### config.mk
export PLATFORM = sky130hd
export DESIGN_NAME = progc_pipe_flat
export DESIGN_NICKNAME = d
export VERILOG_FILES = /design/src/rtl/progc_pipe_if.sv /design/src/rtl/progc_pipe.sv /design/src/flat_wrapper.sv
export SDC_FILE = /design/constraint.sdc
export NUM_CORES = 1
export LEC_CHECK = 0
export ABC_AREA = 1
export BUFFER_PORTS_ARGS = -buffer_cell sky130_fd_sc_hd__buf_2
export CORE_AREA = 5 5 150 152
export CTS_CLUSTER_SIZE = 24
export DETAILED_ROUTE_END_ITERATION = 6
export DIE_AREA = 0 0 155 157
export GPL_TIMING_DRIVEN = 0
export PLACE_DENSITY_LB_ADDON = 0.25
export REMOVE_ABC_BUFFERS = 1
export SLEW_MARGIN = 15
export SYNTH_ARGS = -nofsm -noshare
export SYNTH_HDL_FRONTEND = slang
export SYNTH_SLANG_ARGS = --single-unit
### constraint.sdc
create_clock -name clock -period 1.7 [get_ports clock]
set_input_delay 0.085 -clock clock [delete_from_list [all_inputs] [get_ports clock]]
set_output_delay 0.085 -clock clock [all_outputs]
set_load 0.05 [all_outputs]
### src/rtl/progc_pipe_if.sv
// Fetch handshake between the program-counter unit (master) and instruction memory (slave).
// N must match the N of the progc_pipe instance that drives it.
interface progc_pipe_if #(
    parameter int N = 32
);
    logic [N-1:0] pcOut;
    logic         fvalid;
    logic         fready;

    modport master (output pcOut, output fvalid, input fready);
    modport slave  (input pcOut, input fvalid, output fready);
endinterface

### src/rtl/progc_pipe.sv
// Program-counter unit: sequential fetch under valid/ready, branch/JAL/JALR redirects,
// stall-time redirect latching, halt/resume, trap vector, link value and fetch counter.
module progc_pipe #(
    parameter int             N         = 32,
    parameter int             STEP      = 1,
    parameter logic [N-1:0]   RESET_VEC = '0,
    parameter logic [N-1:0]   TRAP_VEC  = 'h10,
    parameter int             CNT_W     = 16
) (
    input  logic             clock,
    input  logic             reset,
    progc_pipe_if.master     fbus,
    input  logic [1:0]       pcsel,
    input  logic [N-1:0]     basepc,
    input  logic [N-1:0]     targaddr,
    input  logic             stall,
    input  logic             halt,
    input  logic             resume,
    input  logic             trap,
    output logic [N-1:0]     pcplus4,
    output logic             flush,
    output logic             pend,
    output logic [CNT_W-1:0] fcount
);
    localparam logic [1:0] ST_BOOT = 2'd0;
    localparam logic [1:0] ST_RUN  = 2'd1;
    localparam logic [1:0] ST_HALT = 2'd2;

    localparam logic [N-1:0] STEP_N = N'(STEP);

    logic [1:0]   state;
    logic [N-1:0] pc;
    logic [N-1:0] pend_tgt;
    logic [N-1:0] target;
    logic         redirect;
    logic         fvalid;
    logic         accept;

    // JALR takes an absolute target; branch and JAL are basepc-relative (wrapping).
    assign redirect = (pcsel != 2'b00);
    assign target   = (pcsel == 2'b01) ? targaddr : basepc + targaddr;
    assign fvalid   = (state == ST_RUN) && !stall;
    assign accept   = fvalid && fbus.fready;

    assign fbus.pcOut  = pc;
    assign fbus.fvalid = fvalid;

    // NOTE: all state uses non-blocking assignments so every branch sees pre-edge values;
    // flush defaults low first and the redirect branches override it.
    always_ff @(posedge clock) begin
        if (!reset) begin
            state    <= ST_BOOT;
            pc       <= RESET_VEC;
            pend_tgt <= '0;
            pcplus4  <= '0;
            flush    <= 1'b0;
            pend     <= 1'b0;
            fcount   <= '0;
        end else begin
            flush <= 1'b0;
            if (accept && (fcount != {CNT_W{1'b1}}))
                fcount <= fcount + CNT_W'(1);

            case (state)
                ST_BOOT: state <= ST_RUN;

                ST_RUN: begin
                    if (pcsel[0])
                        pcplus4 <= basepc + STEP_N;
                    state <= (halt && !trap) ? ST_HALT : ST_RUN;
                    if (trap) begin
                        pc    <= TRAP_VEC;
                        pend  <= 1'b0;
                        flush <= 1'b1;
                    end else if (redirect && !stall) begin
                        pc    <= target;
                        pend  <= 1'b0;
                        flush <= 1'b1;
                    end else if (redirect) begin
                        pend_tgt <= target;
                        pend     <= 1'b1;
                    end else if (pend && !stall) begin
                        pc    <= pend_tgt;
                        pend  <= 1'b0;
                        flush <= 1'b1;
                    end else if (accept) begin
                        pc <= pc + STEP_N;
                    end
                end

                ST_HALT: begin
                    if (pcsel[0])
                        pcplus4 <= basepc + STEP_N;
                    if (trap) begin
                        pc    <= TRAP_VEC;
                        pend  <= 1'b0;
                        flush <= 1'b1;
                        state <= ST_RUN;
                    end else begin
                        // A redirect seen while halted waits in pend until RUN resumes.
                        if (redirect) begin
                            pend_tgt <= target;
                            pend     <= 1'b1;
                        end
                        if (resume)
                            state <= ST_RUN;
                    end
                end

                default: state <= ST_BOOT;
            endcase
        end
    end
endmodule

### src/flat_wrapper.sv
// flat-port wrapper written by rule: the top's interface ports become plain ports
module progc_pipe_flat 
#(
    parameter int             N         = 32,
    parameter int             STEP      = 1,
    parameter logic [N-1:0]   RESET_VEC = '0,
    parameter logic [N-1:0]   TRAP_VEC  = 'h10,
    parameter int             CNT_W     = 16
)
  (clock, reset, pcsel, basepc, targaddr, stall, halt, resume, trap, pcplus4, flush, pend, fcount, fbus_pcOut, fbus_fvalid, fbus_fready);
  progc_pipe_if #(.N(N)) fbus_i ();
  input  logic clock;
  input  logic reset;
  input  logic [1:0] pcsel;
  input  logic [N-1:0] basepc;
  input  logic [N-1:0] targaddr;
  input  logic stall;
  input  logic halt;
  input  logic resume;
  input  logic trap;
  output logic [N-1:0] pcplus4;
  output logic flush;
  output logic pend;
  output logic [CNT_W-1:0] fcount;
  output wire logic [$bits(fbus_i.pcOut)-1:0] fbus_pcOut;
  output wire logic [$bits(fbus_i.fvalid)-1:0] fbus_fvalid;
  input wire logic [$bits(fbus_i.fready)-1:0] fbus_fready;
  assign fbus_pcOut = fbus_i.pcOut;
  assign fbus_fvalid = fbus_i.fvalid;
  assign fbus_i.fready = fbus_fready;
  progc_pipe #(.N(N), .STEP(STEP), .RESET_VEC(RESET_VEC), .TRAP_VEC(TRAP_VEC), .CNT_W(CNT_W)) u_core (.clock(clock), .reset(reset), .fbus(fbus_i), .pcsel(pcsel), .basepc(basepc), .targaddr(targaddr), .stall(stall), .halt(halt), .resume(resume), .trap(trap), .pcplus4(pcplus4), .flush(flush), .pend(pend), .fcount(fcount));
endmodule
* Word level (Yosys, flattened, before mapping)
Cells that the tools add are included.
** Word-level totals
- Flip-flop bits (word level) :: 116
- Input port bits :: 73
- Output and inout bits :: 83
- Logic and storage cells :: 70
** Operators by class
- Add/sub/neg operators :: 4
- Equal/unequal tests :: 13
- Mux-type cells :: 30
- Reduce and logical (&&, ||, !) cells :: 16
** Operator list (number)
- $mux W32 :: 11
- $pmux W32 S2 :: 2
- $add A32 B1 Y32 const B :: 2
- $add A32 B32 Y32 :: 1
- $add A16 B1 Y16 const B :: 1
- $ne A16 B16 Y1 const B :: 1
- $mux W1 :: 11
- $ne A5 B4 Y1 const B :: 2
- $ne A2 B2 Y1 const B :: 4
- $reduce_and A4 Y1 :: 2
- $logic_and A1 B1 Y1 :: 6
- $mux W2 :: 3
- $pmux W2 S3 :: 1
- $eq A2 B1 Y1 const B :: 2
- $ne A4 B4 Y1 const B :: 1
- $pmux W1 S2 :: 2
- $reduce_bool A2 Y1 :: 2
- $ne A3 B2 Y1 const B :: 1
- $ne A3 B3 Y1 const B :: 1
- $reduce_and A3 Y1 :: 1
- $eq A2 B2 Y1 const B :: 1
- $logic_not A1 Y1 :: 2
- $logic_not A2 Y1 :: 1
- $reduce_and A2 Y1 :: 1
- $reduce_or A2 Y1 :: 1

* Longest topological paths before layout
- Depth after elaboration :: 9
- Depth in mapped cells :: 17
- Mapped depth without buffers :: 17

* Least setup slack after synthesis
No wires, ideal clock.
- Kind :: register -> register
- Start :: register u_core.pc[1] (netlist: u_core.fbus.pcOut[1])
- End :: register u_core.pc[18] (netlist: u_core.fbus.pcOut[18])
- Setup time :: 0.067 ns
- Arrival :: 2.079 ns
- Required time :: 1.633 ns
- Path slack :: -0.446 ns
- Cell stages (with the launch flop) :: 14
- Buffers on the path :: 0
- Clock period less this slack :: 2.146 ns
- Cells stage by stage :: dfxtp_1 > ha_1 > nand3_2 > inv_2 > nand2_2 > nor2_1 > nand3_1 > nor2_2 > nand2_1 > nand2_1 > nand3_1 > a21oi_1 > nand2_1 > a21oi_2
** Between the ends
- Cells in the longest elaborated chain, start to end :: 7
** RTL lines
- start: declaration :: line progc_pipe.sv:32 : logic [N-1:0] pc;
- start signal: assignment :: line progc_pipe.sv:76 : pc <= target;
- start signal: assignment :: line progc_pipe.sv:83 : pc <= pend_tgt;
- start signal: assignment :: line progc_pipe.sv:87 : pc <= pc + STEP_N;
- $add A32 B1 Y32 :: line progc_pipe.sv:87
- $mux W32 :: line progc_pipe.sv:86 : end else if (accept) begin
- $mux W32 :: line progc_pipe.sv:82 : end else if (pend && !stall) begin
- $mux W32 :: line progc_pipe.sv:79 : end else if (redirect) begin
- $mux W32 :: line progc_pipe.sv:75 : end else if (redirect && !stall) begin
- $mux W32 :: line progc_pipe.sv:71 : if (trap) begin
- $pmux W32 S2 :: line progc_pipe.sv:64 : case (state)
Every way passes these cells. The select of a mux whose other input is x is not followed.
A chain may end at the register's enable or synchronous reset.

* Worst setup path in the final report
- Start :: register u_core.state[1]
- End :: register u_core.pc[1] (netlist: u_core.fbus.pcOut[1])
** Between the ends
- Cells in the longest elaborated chain, start to end :: 5
- Elaborated cells on any way between the ends :: 10
- Classes of those cells :: eq/ne: 5; mux: 1; reduce/logical: 4
** RTL lines
- start: declaration :: line progc_pipe.sv:31 : logic [1:0] state;
- start signal: assignment :: line progc_pipe.sv:70 : state <= (halt && !trap) ? ST_HALT : ST_RUN;
- $eq A2 B1 Y1 :: line progc_pipe.sv:42, progc_pipe.sv:64
- $logic_and A1 B1 Y1 :: line progc_pipe.sv:42 : assign fvalid = (state == ST_RUN) && !stall;
- $logic_and A1 B1 Y1 :: line progc_pipe.sv:43 : assign accept = fvalid && fbus.fready;
- $ne A5 B4 Y1 (no source line)
- $reduce_and A4 Y1 (no source line)
Several ways; a longest one is shown, not always the timed one.

==> results by group <==
CTS
  • Root Buffer: clkbuf_16
  • Clock Path Buffers: 2
  • Worst-path clk slew: 0.06 ns
  • CTS Sinks: 116
  • CTS tree: yes
  • Cts bufs inserted: 17
  • H-tree depth: 4
  • Worst-skew pair later-pin latency: 0.43 ns

Die
  • Die Area: 24300 um2
  • Die height: 157 um
  • Core ar.: 20900 um2
  • Initial core utilization: 44.3%
  • Die width: 155 um
  • Row count: 53
  • IO Pins: 156

Timing
  • Setup TNS: -6.31 ns
  • Clk_skew: 0.00665 ns
  • # setup viols final: 68
  • Period minus WS final: 1.86 ns
  • Fmax: 537 MHz
  • Max-slew violations: 0
  • Min setup slack post-route: -0.163 ns
  • Final Hold Vio Count: 0
  • Fin crit share: 110%
  • Slew HR: 23.6%
  • RSZ-0062 raised after global routing: yes
  • Tightest Pin Transition: 1.15 ns

Routing
  • Vias per inst: 5.39
  • Total Wirelength: 33.7 mm
  • Metal-1 WL: 14.2 mm
  • Initial DRC Count: 996
  • Met3 WL post-DR: 2.81 mm
  • Met2 routed WL: 15.5 mm
  • First drt pass iteration count: 6
  • DR top layer: met4
  • Number of routed nets with antenna violations: 0
  • # DRC: 0
  • WL/cell: 16.6 um
  • Via count: 10954

Outcome
  • Status: complete, but fails checks
  • Failing checks: negative setup slack

Global routing
  • Largest net degree at the start of global routing: 67
  • First-pass GRT wire length: 52.3 mm
  • Total global-route track usage: 26.6%
  • Initial antenna violation count: 0
  • Vias in the first global route: 10141
  • Overflow left after global routing: 0

Yosys
  • Synth Flop Type: dfxtp_1
  • Post-synthesis sequential area ratio: 25.1%
  • Count of cell types in the netlist: 52
  • Synthesized area per cell: 5.99 um2
  • Mapped cell area: 9250 um2
  • Synth Register Bits: 116
  • Asr flop ratio synth: 0%
  • Syn Inst Count: 1543
  • EDFF count, synth: 0
  • Yosys warns: 0

Worst setup path
  • FF-to-FF path depth: 11
  • CP Class: reg2reg
  • Arr. time, crit path: 2.20 ns
  • Crit-path cells: buf_4 > ha_4 > inv_2 > nor2_2 > nor2_2 > a21boi_4 > buf_12 > nand2_8 > inv_12 > nand3_2 > a21oi_1
  • Worst setup EP type: register
  • Required time of the worst setup path: 2.03 ns
  • Slowest cell delay on critical path: 0.34 ns
  • Beginning of the critical path: u_core.state[1]
  • Crit path to: u_core.fbus.pcOut[1]
  • Crit Path Max Fanout: 7
  • R2r setup slk: -0.16 ns
  • Slowest CP cell: dfxtp_2
  • Worst R2R Start: u_core.state[1]
  • Most used cell, CP: nor2_2
  • Worst R2R End: u_core.fbus.pcOut[1]
  • Crit path launch type: register

Power
  • Max IR drop VDD: 0.757 mV
  • Pwr Density: 808 nW/um2
  • Static Leak: 5.95 nW

Min path
  • Hold crit path type: in2reg

Placement
  • I/O Buffers: 155
  • Gpl congestion: 0.898
  • HPWL after DPL: 22.2 mm
  • Pre-CTS setup slack: -1.69 ns

Finish
  • Final-layout fill cell count: 1991
  • Fin nets: 1856
  • Layout area overhead: 34.4%
  • Layout cell share with drive strength beyond 1: 26.3%
  • ANT cells: 0

Flow run
  • Max-Cap Viols: 0
-- state kept, by name, summed over array words and instances, names as in the netlist --
| register | count |
|---|---|
| u_core.pend_tgt | 32 |
| u_core.pend | 1 |
| u_core.flush | 1 |
| u_core.pcplus4 | 32 |
| u_core.state | 2 |
| u_core.fbus.pcOut | 32 |
| u_core.fcount | 16 |
-- layout by cell type (no fill, tap or decap), drive strengths merged, types with 4 or more instances in the layout --
master / count
a21oi: 139
a31oi: 6
and2: 5
buf: 215
bufinv: 4
clkbuf: 22
clkinv: 5
clkinvlp: 6
dfxtp: 116
dlygate4sd3: 4
ha: 38
inv: 216
mux2i: 5
nand2: 431
nand3: 121
nand3b: 10
nand4: 14
nor2: 178
nor3: 27
nor4: 10
o211ai: 13
o21ai: 90
o21bai: 11
or2: 11
xnor2: 12
xor2: 26
-- synthesized netlist by cell type (2+ instances only) --
library cell,number,area [um2]
o211ai_1,13,97.6
or2_2,11,68.8
nor2_2,5,31.3
nor3_2,4,40.0
buf_1,3,11.3
o21ai_1,7,35.0
inv_1,207,777
nor4_2,2,25.0
a211oi_1,3,22.5
clkbuf_1,32,120
inv_2,7,26.3
nor4_1,8,50.1
nor3b_1,2,15.0
nor2_4,5,56.3
nand3_1,116,581
a21oi_2,2,17.5
nand2_2,9,56.3
a21o_1,2,15.0
mux2i_1,5,50.1
o21ai_0,83,415
nand2_1,417,1570
xnor2_1,12,105
nand3b_1,10,75.1
o31ai_1,2,15.0
nand3_2,5,50.1
a21oi_1,137,686
o21bai_1,11,82.6
nand4_1,14,87.6
dfxtp_1,116,2320
a31oi_1,5,31.3
buf_2,10,50.1
nor2_1,167,627
buf_4,2,15.0
nor3_1,22,110
o21a_1,2,15.0
xor2_1,26,228
o221ai_1,3,26.3
and2_1,4,25.0
ha_1,38,475
o22ai_1,2,12.5
-- worst max-delay path, delay by kind of cell, from the launching register on --
kind            cells  cell delay [ns]
fa+ha+maj           1             0.17
flops               1             0.34
buf+inv             4             0.50
compound gates      2             0.41
simple gates        4             0.35
-- layout make-up --
cell class                      count  area, um2  share of cell area (%)
Clock inverter                     12        179                    1.44
Multi-Input combinational cell   1169       6710                    53.9
Clock buffer                       20        447                    3.59
Sequential cell                   116       2380                    19.1
Inverter                          215        885                    7.11
Timing Repair Buffer              221       1450                    11.7
Tap cell                          275        344                    2.77
Timing Repair inverter              4       37.5                   0.302
-- cells by family after synthesis --
logic type,Yosys count,share of synthesized area [%]
buf+inv,263,11.0
simple gates,805,38.0
flops,116,25.1
mux,5,0.541
compound gates,277,16.5
fa+ha+maj,39,5.36
xor+xnor,38,3.60
-- per-stage QoR --
stage	hold slack [ns]	utilization, %	power (mW)	instance area, um2	cells
2_1_floorplan	0.174	-	4.84	9040	1495
3_3_place_gp	0.348	48.6	5.55	10200	1925
3_5_place_dp	0.357	49.1	5.60	10300	1930
4_1_cts	0.00582	57.1	9.87	11900	2011
5_1_grt	0.0495	59.5	10.5	12400	2032
6_report	0.0241	59.5	10.0	12400	2032
-- metal layers --
metal	up-vias	GRT usage, %
met2	438	44.0
met4	0	10.4
met3	83	5.72
li1	5425	-
met1	5008	34.0
met5	-	0
-- worst min-delay path by stage --
stage               depth (start not counted)                   to         start  slack [ns]
finish                                      3  u_core.pend_tgt[11]  targaddr[11]        0.02
global route                                3  u_core.pend_tgt[13]  targaddr[13]        0.05
CTS                                         3   u_core.pend_tgt[6]   targaddr[6]       0.006
detailed placement                          2    u_core.pcplus4[0]     basepc[0]        0.36
global placement                            2    u_core.pcplus4[0]     basepc[0]        0.35
floorplan                                   1    u_core.pcplus4[0]     basepc[0]        0.17
-- power breakdown --
part | leakage (nW) | switching (mW) | internal [mW]
sequential | 0.961 | 0.153 | 2.91
combinational | 4.70 | 2.06 | 1.01
clock | 0.297 | 1.42 | 2.49
total | 5.95 | 3.64 | 6.41
-- what timing repair did --
action                                 4_1_cts  5_1_grt
setup buffers                               35       19
gates cloned                                10        2
hold buffers                                 4        0
endpoints found under the hold margin        5        0
gates resized for setup                    170       85
pin swaps                                   35       27
setup endpoints to repair                  113      102
No activity file was read; power rests on OpenSTA's default activity.
